<file path="config.mk">
export PLATFORM = sky130hd
export DESIGN_NAME = vga_read_timing_gen
export DESIGN_NICKNAME = d
export VERILOG_FILES = /design/src/rtl/vga_read_timing_gen.sv
export SDC_FILE = /design/constraint.sdc
export NUM_CORES = 1
export LEC_CHECK = 0
export CAP_MARGIN = 20
export CORE_MARGIN = 1
export CORE_UTILIZATION = 40
export CTS_CLUSTER_DIAMETER = 150
export DETAILED_ROUTE_END_ITERATION = 8
export DONT_BUFFER_PORTS = 1
export PLACE_DENSITY = 0.55
export SYNTH_ARGS = -nofsm -noshare
export SYNTH_HDL_FRONTEND = slang
export SYNTH_SLANG_ARGS = --single-unit
</file>
<file path="constraint.sdc">
create_clock -name VGA_CLK -period 3 [get_ports VGA_CLK]
set_input_delay 0.6 -clock VGA_CLK [delete_from_list [all_inputs] [get_ports VGA_CLK]]
set_output_delay 0.6 -clock VGA_CLK [all_outputs]
set_load 0.02 [all_outputs]
</file>
<file path="src/rtl/vga_read_timing_gen.sv">
// VGA read-side timing generator: active-low syncs, lead-adjusted READ_Request window, blank flag, raw counters.
// All outputs are registered and decoded from next-state values, so each one lines up with the H_Cont/V_Cont it describes.
module vga_read_timing_gen #(
  parameter int H_ACTIVE  = 640,
  parameter int H_FRONT   = 16,
  parameter int H_SYNC    = 96,
  parameter int H_BACK    = 48,
  parameter int V_ACTIVE  = 480,
  parameter int V_FRONT   = 10,
  parameter int V_SYNC    = 2,
  parameter int V_BACK    = 33,
  parameter int READ_LEAD = 2
) (
  input  logic        VGA_CLK,
  input  logic        RST,
  input  logic        iEN,
  output logic        VGA_HS,
  output logic        VGA_VS,
  output logic        READ_Request,
  output logic        oBLANK_N,
  output logic [11:0] H_Cont,
  output logic [12:0] V_Cont,
  output logic        oFRAME_START
);

  localparam int H_TOTAL = H_SYNC + H_BACK + H_ACTIVE + H_FRONT;
  localparam int V_TOTAL = V_SYNC + V_BACK + V_ACTIVE + V_FRONT;

  localparam logic [11:0] H_LAST   = 12'(H_TOTAL - 1);
  localparam logic [11:0] HS_END   = 12'(H_SYNC);
  localparam logic [11:0] HA_START = 12'(H_SYNC + H_BACK);
  localparam logic [11:0] HA_END   = 12'(H_SYNC + H_BACK + H_ACTIVE);
  localparam logic [11:0] RD_START = 12'(H_SYNC + H_BACK - READ_LEAD);
  localparam logic [11:0] RD_END   = 12'(H_SYNC + H_BACK + H_ACTIVE - READ_LEAD);
  localparam logic [12:0] V_LAST   = 13'(V_TOTAL - 1);
  localparam logic [12:0] VS_END   = 13'(V_SYNC);
  localparam logic [12:0] VA_START = 13'(V_SYNC + V_BACK);
  localparam logic [12:0] VA_END   = 13'(V_SYNC + V_BACK + V_ACTIVE);

  typedef enum logic [1:0] {S_IDLE, S_RUN, S_DRAIN} state_t;

  state_t      state_q, state_d;
  logic        live_q, live_d;
  logic [11:0] h_q, h_d;
  logic [12:0] v_q, v_d;
  logic        hs_q, hs_d;
  logic        vs_q, vs_d;
  logic        rr_q, rr_d;
  logic        bl_q, bl_d;
  logic        fs_q, fs_d;
  logic        frame_last;
  logic        v_act;

  assign frame_last = (h_q == H_LAST) && (v_q == V_LAST);

  // live_q marks that the counters show a real raster position; the first RUN
  // clock after IDLE still shows idle values and loads (0,0) for the next one.
  always_comb begin
    state_d = state_q;
    live_d  = live_q;
    h_d     = h_q;
    v_d     = v_q;
    case (state_q)
      S_IDLE: begin
        live_d = 1'b0;
        h_d    = '0;
        v_d    = '0;
        if (iEN) state_d = S_RUN;
      end
      S_RUN, S_DRAIN: begin
        if (!live_q) begin
          live_d = 1'b1;
          h_d    = '0;
          v_d    = '0;
          if (state_q == S_RUN && !iEN) state_d = S_DRAIN;
        end else if (frame_last) begin
          h_d = '0;
          v_d = '0;
          if (state_q == S_DRAIN || !iEN) begin
            state_d = S_IDLE;
            live_d  = 1'b0;
          end
        end else begin
          if (h_q == H_LAST) begin
            h_d = '0;
            v_d = v_q + 13'd1;
          end else begin
            h_d = h_q + 12'd1;
          end
          if (state_q == S_RUN && !iEN) state_d = S_DRAIN;
        end
      end
      default: begin
        state_d = S_IDLE;
        live_d  = 1'b0;
        h_d     = '0;
        v_d     = '0;
      end
    endcase
  end

  always_comb begin
    hs_d  = 1'b1;
    vs_d  = 1'b1;
    rr_d  = 1'b0;
    bl_d  = 1'b0;
    fs_d  = 1'b0;
    v_act = (v_d >= VA_START) && (v_d < VA_END);
    if (live_d) begin
      hs_d = !(h_d < HS_END);
      vs_d = !(v_d < VS_END);
      bl_d = v_act && (h_d >= HA_START) && (h_d < HA_END);
      rr_d = v_act && (h_d >= RD_START) && (h_d < RD_END);
      fs_d = (h_d == '0) && (v_d == '0);
    end
  end

  always_ff @(posedge VGA_CLK) begin
    if (RST) begin
      state_q <= S_IDLE;
      live_q  <= 1'b0;
      h_q     <= '0;
      v_q     <= '0;
      hs_q    <= 1'b1;
      vs_q    <= 1'b1;
      rr_q    <= 1'b0;
      bl_q    <= 1'b0;
      fs_q    <= 1'b0;
    end else begin
      state_q <= state_d;
      live_q  <= live_d;
      h_q     <= h_d;
      v_q     <= v_d;
      hs_q    <= hs_d;
      vs_q    <= vs_d;
      rr_q    <= rr_d;
      bl_q    <= bl_d;
      fs_q    <= fs_d;
    end
  end

  assign VGA_HS       = hs_q;
  assign VGA_VS       = vs_q;
  assign READ_Request = rr_q;
  assign oBLANK_N     = bl_q;
  assign H_Cont       = h_q;
  assign V_Cont       = v_q;
  assign oFRAME_START = fs_q;

endmodule

</file>
==> flow_summary.ini, run 1 <==
[route]
drtAntennaViolNets = 0
viasPerCell = 5.50
via_count = 1892
routedWlPerCell_um = 15.2
drt_wl_total_um = 5230
first_iter_violations = 81
dr.pass1.iters = 4
post-route-drc-count = 0

[synthesis]
syn_nets = 268
ys_seq_area_share_pct = 32.1
synth_flop_cell = dfxtp_1
ys_seq_elements = 33
synth-edff-count = 0
syn_area_mm2 = 0.00206
synthArstFlopShare_pct = 0
syn_inst = 258
synth-warning-count = 0
ys_types = 54
avgSynthCellArea_um2 = 7.98

[cells_and_area]
synthToLayoutAreaGrowth_pct = 15.9
finish.utilization_pct = 49.2
drive_gt1_share_pct = 18.8
nNetsFinal = 286
insertedDiodeCount = 0

[worst_setup_path]
worstSetupEndpointType = register
crit_path_max_incr_delay_ps = 540
path_cells = or4_1 > buf_4 > or4_1 > or4_1 > a21oi_1 > o221ai_1 > o221a_2 > nor3_1
crit_required_ps = 3180
worstPathBufferInverterCount = 1
worstPathArrival_ps = 3050
path_class = reg2reg
cp_max_fo = 5
cpMostUsedCell = or4_1
cp_slowest_cell = or4_1
crit_path_start_kind = register
crit_family = simple AND/OR/NAND/NOR gates

[sta]
slew_violations = 0
finalHoldViolations = 0
period_share_pct = 95.5
post-route-min-period_ps = 2860
fin_hold_ws_ps = 379
worst_pin_slew_ps = 476
skew_ps = 8.94
relSlewSlack_pct = 68.0
finalSetupViolCount = 0
worst_slack_ps = 135
max_clock_freq_mhz = 349

[clock_tree]
clock_sinks = 33
htree_levels = 2
cts-root-buf = clkbuf_8
cts_buffers = 5
insertion_delay_ps = 290
cts_buffer_depth = 2
cts_tree = built
clk_pin_slew_ps = 70
post_cts_buffers = 0

[floorplanning]
fp-row-count = 25
die_area_mm2 = 0.00544
io_pins = 33
die_y_um = 73.8
design.core.area_mm2 = 0.00485
fp.dieW_um = 73.8
initial_utilization_pct = 42.5

[global_route]
grt_usage_pct = 20.7
grt_pass1_wl_um = 8500
grt_max_degree = 14
grt_pass1_vias = 1737
grt_antenna_before_repair = 0
gr-total-overflow = 0

[outcome]
outcome = finished clean

[job]
maxCapViolCount = 0

[power_and_ir_drop]
p_per_area_mw_per_mm2 = 367
max-vdd-ir-drop_uv = 186
cellLeakagePower_uw = 0.000825

[placed_design]
io_buffers = 0
place_ws_ps = 159
dp_hpwl_um = 3980
gp_congestion = 0.838

[worst_hold_path]
hold_class = in2reg
cell usage in the layout, fill, tap and decap left out, drive strengths merged, types with 3 or more instances in the layout:
master / n
or2: 3
ha: 7
dfxtp: 33
or3: 5
clkbuf: 7
xor2: 8
o22ai: 4
nor4: 5
nor2: 34
a21oi: 4
buf: 28
nor2b: 3
nand2: 19
nand2b: 4
inv: 11
a311oi: 3
a31oi: 3
nor3: 12
and3: 3
or4: 5
nand4: 7
o21ai: 8
nand3: 11
xnor2: 15
area by class of cell:
class	count	area, um^2
repair buffers	28	210
multi-input cells	197	1290
clock buffers	7	96.3
clock inverters	1	5.00
flip-flops and latches	33	663
well taps	67	83.8
inverters	11	41.3
fillers	484	2460
routing by layer:
metal / global-route usage [%] / share of wire, % / up-vias
met5: 0 / 0 / -
met4: 5.77 / 0.86 / 0
met3: 5.21 / 5.7 / 4
met2: 33.6 / 47 / 50
met1: 26.9 / 46 / 878
li1: - / - / 960
Yosys cell counts (2+ instances only):
cell type	n	share of area, %
a311oi_1	3	1.3
nor3_1	12	2.9
or4_1	5	1.8
a21oi_1	4	0.97
inv_1	11	2.0
nand2b_1	4	1.2
ha_1	7	4.3
or3_1	4	1.2
o31ai_1	2	0.73
and3_1	3	0.91
xnor2_1	15	6.4
and4_1	2	0.85
clkbuf_1	10	1.8
nor2_1	34	6.2
xor2_1	8	3.4
nor4_1	2	0.61
o21a_1	2	0.73
nand3_1	11	2.7
a31oi_1	3	0.91
nor4bb_1	2	0.97
nand4_1	7	2.1
o21ai_0	8	1.9
o21ba_2	2	0.97
buf_2	3	0.73
nand4b_1	2	0.85
nor2b_1	3	0.91
or2_2	3	0.91
nand3b_1	2	0.73
buf_1	3	0.55
o22ai_1	4	1.2
nor4_2	3	1.8
a41oi_1	2	0.85
nand2_1	19	3.5
dfxtp_1	33	32
metrics by stage:
| step | instance area [um^2] | std cells | total power [uW] | setup TNS, ps |
|---|---|---|---|---|
| 6_report | 2390 | 344 | 875 | 0 |
| 5_1_grt | 2390 | 344 | 908 | -5.29 |
| 4_1_cts | 2380 | 344 | 881 | 0 |
| 3_5_place_dp | 2280 | 336 | 511 | 0 |
| 3_3_place_gp | 2280 | 336 | 511 | 0 |
| 2_1_floorplan | 2070 | 258 | 502 | 0 |
repair_timing:
action,in CTS,in global routing
resized for setup,0,1
hold buffers,0,0
endpoints found under the setup margin,0,1
kinds of logic (layout without fill, tap and decap cells):
family / after synthesis / count (layout) / synth area share, %
AO/OA/AOI/OAI: 45 / 45 / 16.3
flip-flops: 33 / 33 / 32.1
AND/OR/NAND/NOR: 121 / 121 / 31.4
buffers and inverters: 28 / 47 / 5.65
adder cells (fa/ha/maj): 7 / 7 / 4.25
multiplexers: 1 / 1 / 0.547
XOR/XNOR: 23 / 23 / 9.78
state kept, by name (all words and copies together), names as in the netlist:
signal,cells
V_Cont,13
H_Cont,12
state_q,2
READ_Request,1
VGA_HS,1
VGA_VS,1
live_q,1
oBLANK_N,1
oFRAME_START,1
report_power, final:
group | switching, uW | internal [uW]
combinational | 26.8 | 18.9
clock | 165 | 207
sequential | 11.1 | 446
final timing paths:
kind | startpoint | endpoint | slack (ps) | cells past startpoint
max | H_Cont[5] | oBLANK_N | 140 | 8
min | RST | state_q[0] | 380 | 1
max reg2reg | H_Cont[5] | oBLANK_N | 140 | 8
min reg2reg | state_q[0] | state_q[0] | 560 | 2
Note: power is estimated with default switching activity, not from simulation.
==> run 2, diff against run 1 <==
--- a/config.mk
+++ b/config.mk
@@ -6,7 +6,7 @@
 export NUM_CORES = 1
 export LEC_CHECK = 0
 export CAP_MARGIN = 20
-export CORE_MARGIN = 1
+export CORE_MARGIN = 2
 export CORE_UTILIZATION = 40
 export CTS_CLUSTER_DIAMETER = 150
 export DETAILED_ROUTE_END_ITERATION = 8
==> run 2 against run 1 <==
  * Sequential power barely moved
  * Final cell count rose by 0.87%
  * Core utilization fell by 1.9 points
  * Hold slack got worse by 8.9 ps
  * Sequential share of layout area did not move
  * Critical path type unchanged
  * Largest cell class unchanged
  * Register-to-register slack improved by 30 ps
  * First-iteration DRC count rose by 54%
  * Sequential cell count did not move
  * Global-route usage fell by 1.8 points
  * Total power barely moved
  * Die area rose by 5.5%
  * Non-clock buffer count did not move
==> flow_summary.ini, run 2 (same netlist as run 1, synthesis figures left out) <==
[clock_tree]
cts_buffers = 5
post_cts_buffers = 0
clk_pin_slew_ps = 80
cts_resized = 0
cts_hold_buffers = 0
cts_tree = built
insertion_delay_ps = 290
htree_levels = 2
clock_sinks = 33
cts-root-buf = clkbuf_8
cts_buffer_depth = 2

[route]
dr.pass1.iters = 4
viasPerCell = 5.34
first_iter_violations = 125
drtAntennaViolNets = 0
drt_wl_total_um = 5110
post-route-drc-count = 0
via_count = 1854
routedWlPerCell_um = 14.7

[cells_and_area]
final_cells = 347
final_common_cell = nor2_1
synthToLayoutAreaGrowth_pct = 15.9
nNetsFinal = 286
insertedDiodeCount = 0
finish.utilization_pct = 47.3
drive_gt1_share_pct = 18.4
largest_reg_flops = 13
layout_common_cells = nor2_1 (34), dfxtp_1 (31), buf_4 (28)

[worst_setup_path]
path_class = reg2reg
cpMostUsedCell = or4_1
r2r-start = H_Cont[5]
crit_path_start_kind = register
cp_max_fo = 5
crit_path_end = oBLANK_N
worstPathArrival_ps = 3030
worstSetupEndpointType = register
cp_slowest_cell = or4_1
rr_endpoint = oBLANK_N
path_cells = or4_1 > buf_4 > or4_1 > or4_1 > a21oi_1 > o221ai_1 > o221a_2 > nor3_1
startpoint = H_Cont[5]
r2r_slack_ps = 170
crit_path_max_incr_delay_ps = 530
rr_worst_depth = 8
crit_required_ps = 3200

[placed_design]
io_buffers = 0
gp_congestion = 0.858
place_ws_ps = 174
dp_hpwl_um = 3970
dp_cells = 339

[global_route]
gr-total-overflow = 0
grt_pass1_vias = 1682
grt_pass1_wl_um = 8090
grt_usage_pct = 18.8
grt_antenna_before_repair = 0
grt_max_degree = 14

[power_and_ir_drop]
cellLeakagePower_uw = 0.000822
max-vdd-ir-drop_uv = 183
p_per_area_mw_per_mm2 = 367

[sta]
finalSetupViolCount = 0
slew_violations = 0
fin_hold_ws_ps = 370
finalHoldViolations = 0
grt_setup_unrepaired = no
post-route-min-period_ps = 2830
skew_ps = 8.95
relSlewSlack_pct = 62.6
period_share_pct = 94.5
worst_pin_slew_ps = 557
max_clock_freq_mhz = 353
worst_slack_ps = 166
tns_ps = 0

[floorplanning]
die_y_um = 75.8
design.core.area_mm2 = 0.00504
fp-row-count = 26
die_area_mm2 = 0.00574
fp.dieW_um = 75.8
initial_utilization_pct = 40.8
io_pins = 33

[worst_hold_path]
hold_class = in2reg

[job]
maxCapViolCount = 0

[outcome]
outcome = finished clean
-- run 2: cell counts in the layout (fill, tap and decap cells not counted) --
Identical to the previous run, type by type.
-- run 2: where the power goes --
part / switching [uW] / total (uW) / internal (uW)
combinational: 25.3 / 44.6 / 19.3
clock: 167 / 374 / 207
sequential: 11.1 / 457 / 446
-- run 2: worst min path at each step --
stage / endpoint / startpoint / cells past startpoint
final: state_q[0] / RST / 1
after global routing: H_Cont[4] / RST / 1
after CTS: V_Cont[1] / RST / 1
after detailed placement: state_q[0] / state_q[0] / 2
after global placement: state_q[0] / state_q[0] / 2
after floorplan: state_q[0] / state_q[0] / 2
-- run 2: stage by stage --
stage,power [uW],instance area (um^2)
floorplan,502,2070
global route,913,2390
finish,876,2390
global placement,512,2280
CTS,888,2390
detailed placement,511,2280
-- run 2: area by class of cell --
type / count / area, um^2
inverters: 11 / 41.3
well taps: 70 / 87.6
clock inverters: 1 / 5.00
clock buffers: 7 / 96.3
multi-input cells: 197 / 1280
repair buffers: 28 / 210
fillers: 517 / 2660
flip-flops and latches: 33 / 663
-- run 2: routing by layer --
layer,routed length (um),track usage (%),vias to the layer above
li1,-,-,965
met1,2400,24.1,844
met2,2390,30.4,41
met3,253,5.42,4
met4,62,6.24,0
met5,0,0,-
-- run 2: critical path: cells and delay by family, from the launching register on --
family                 cells  cell delay [ps]
AOI/OAI and AO/OA          3              460
DFF                        1              320
and+or+nand+nor            4             1810
buffers and inverters      1              170
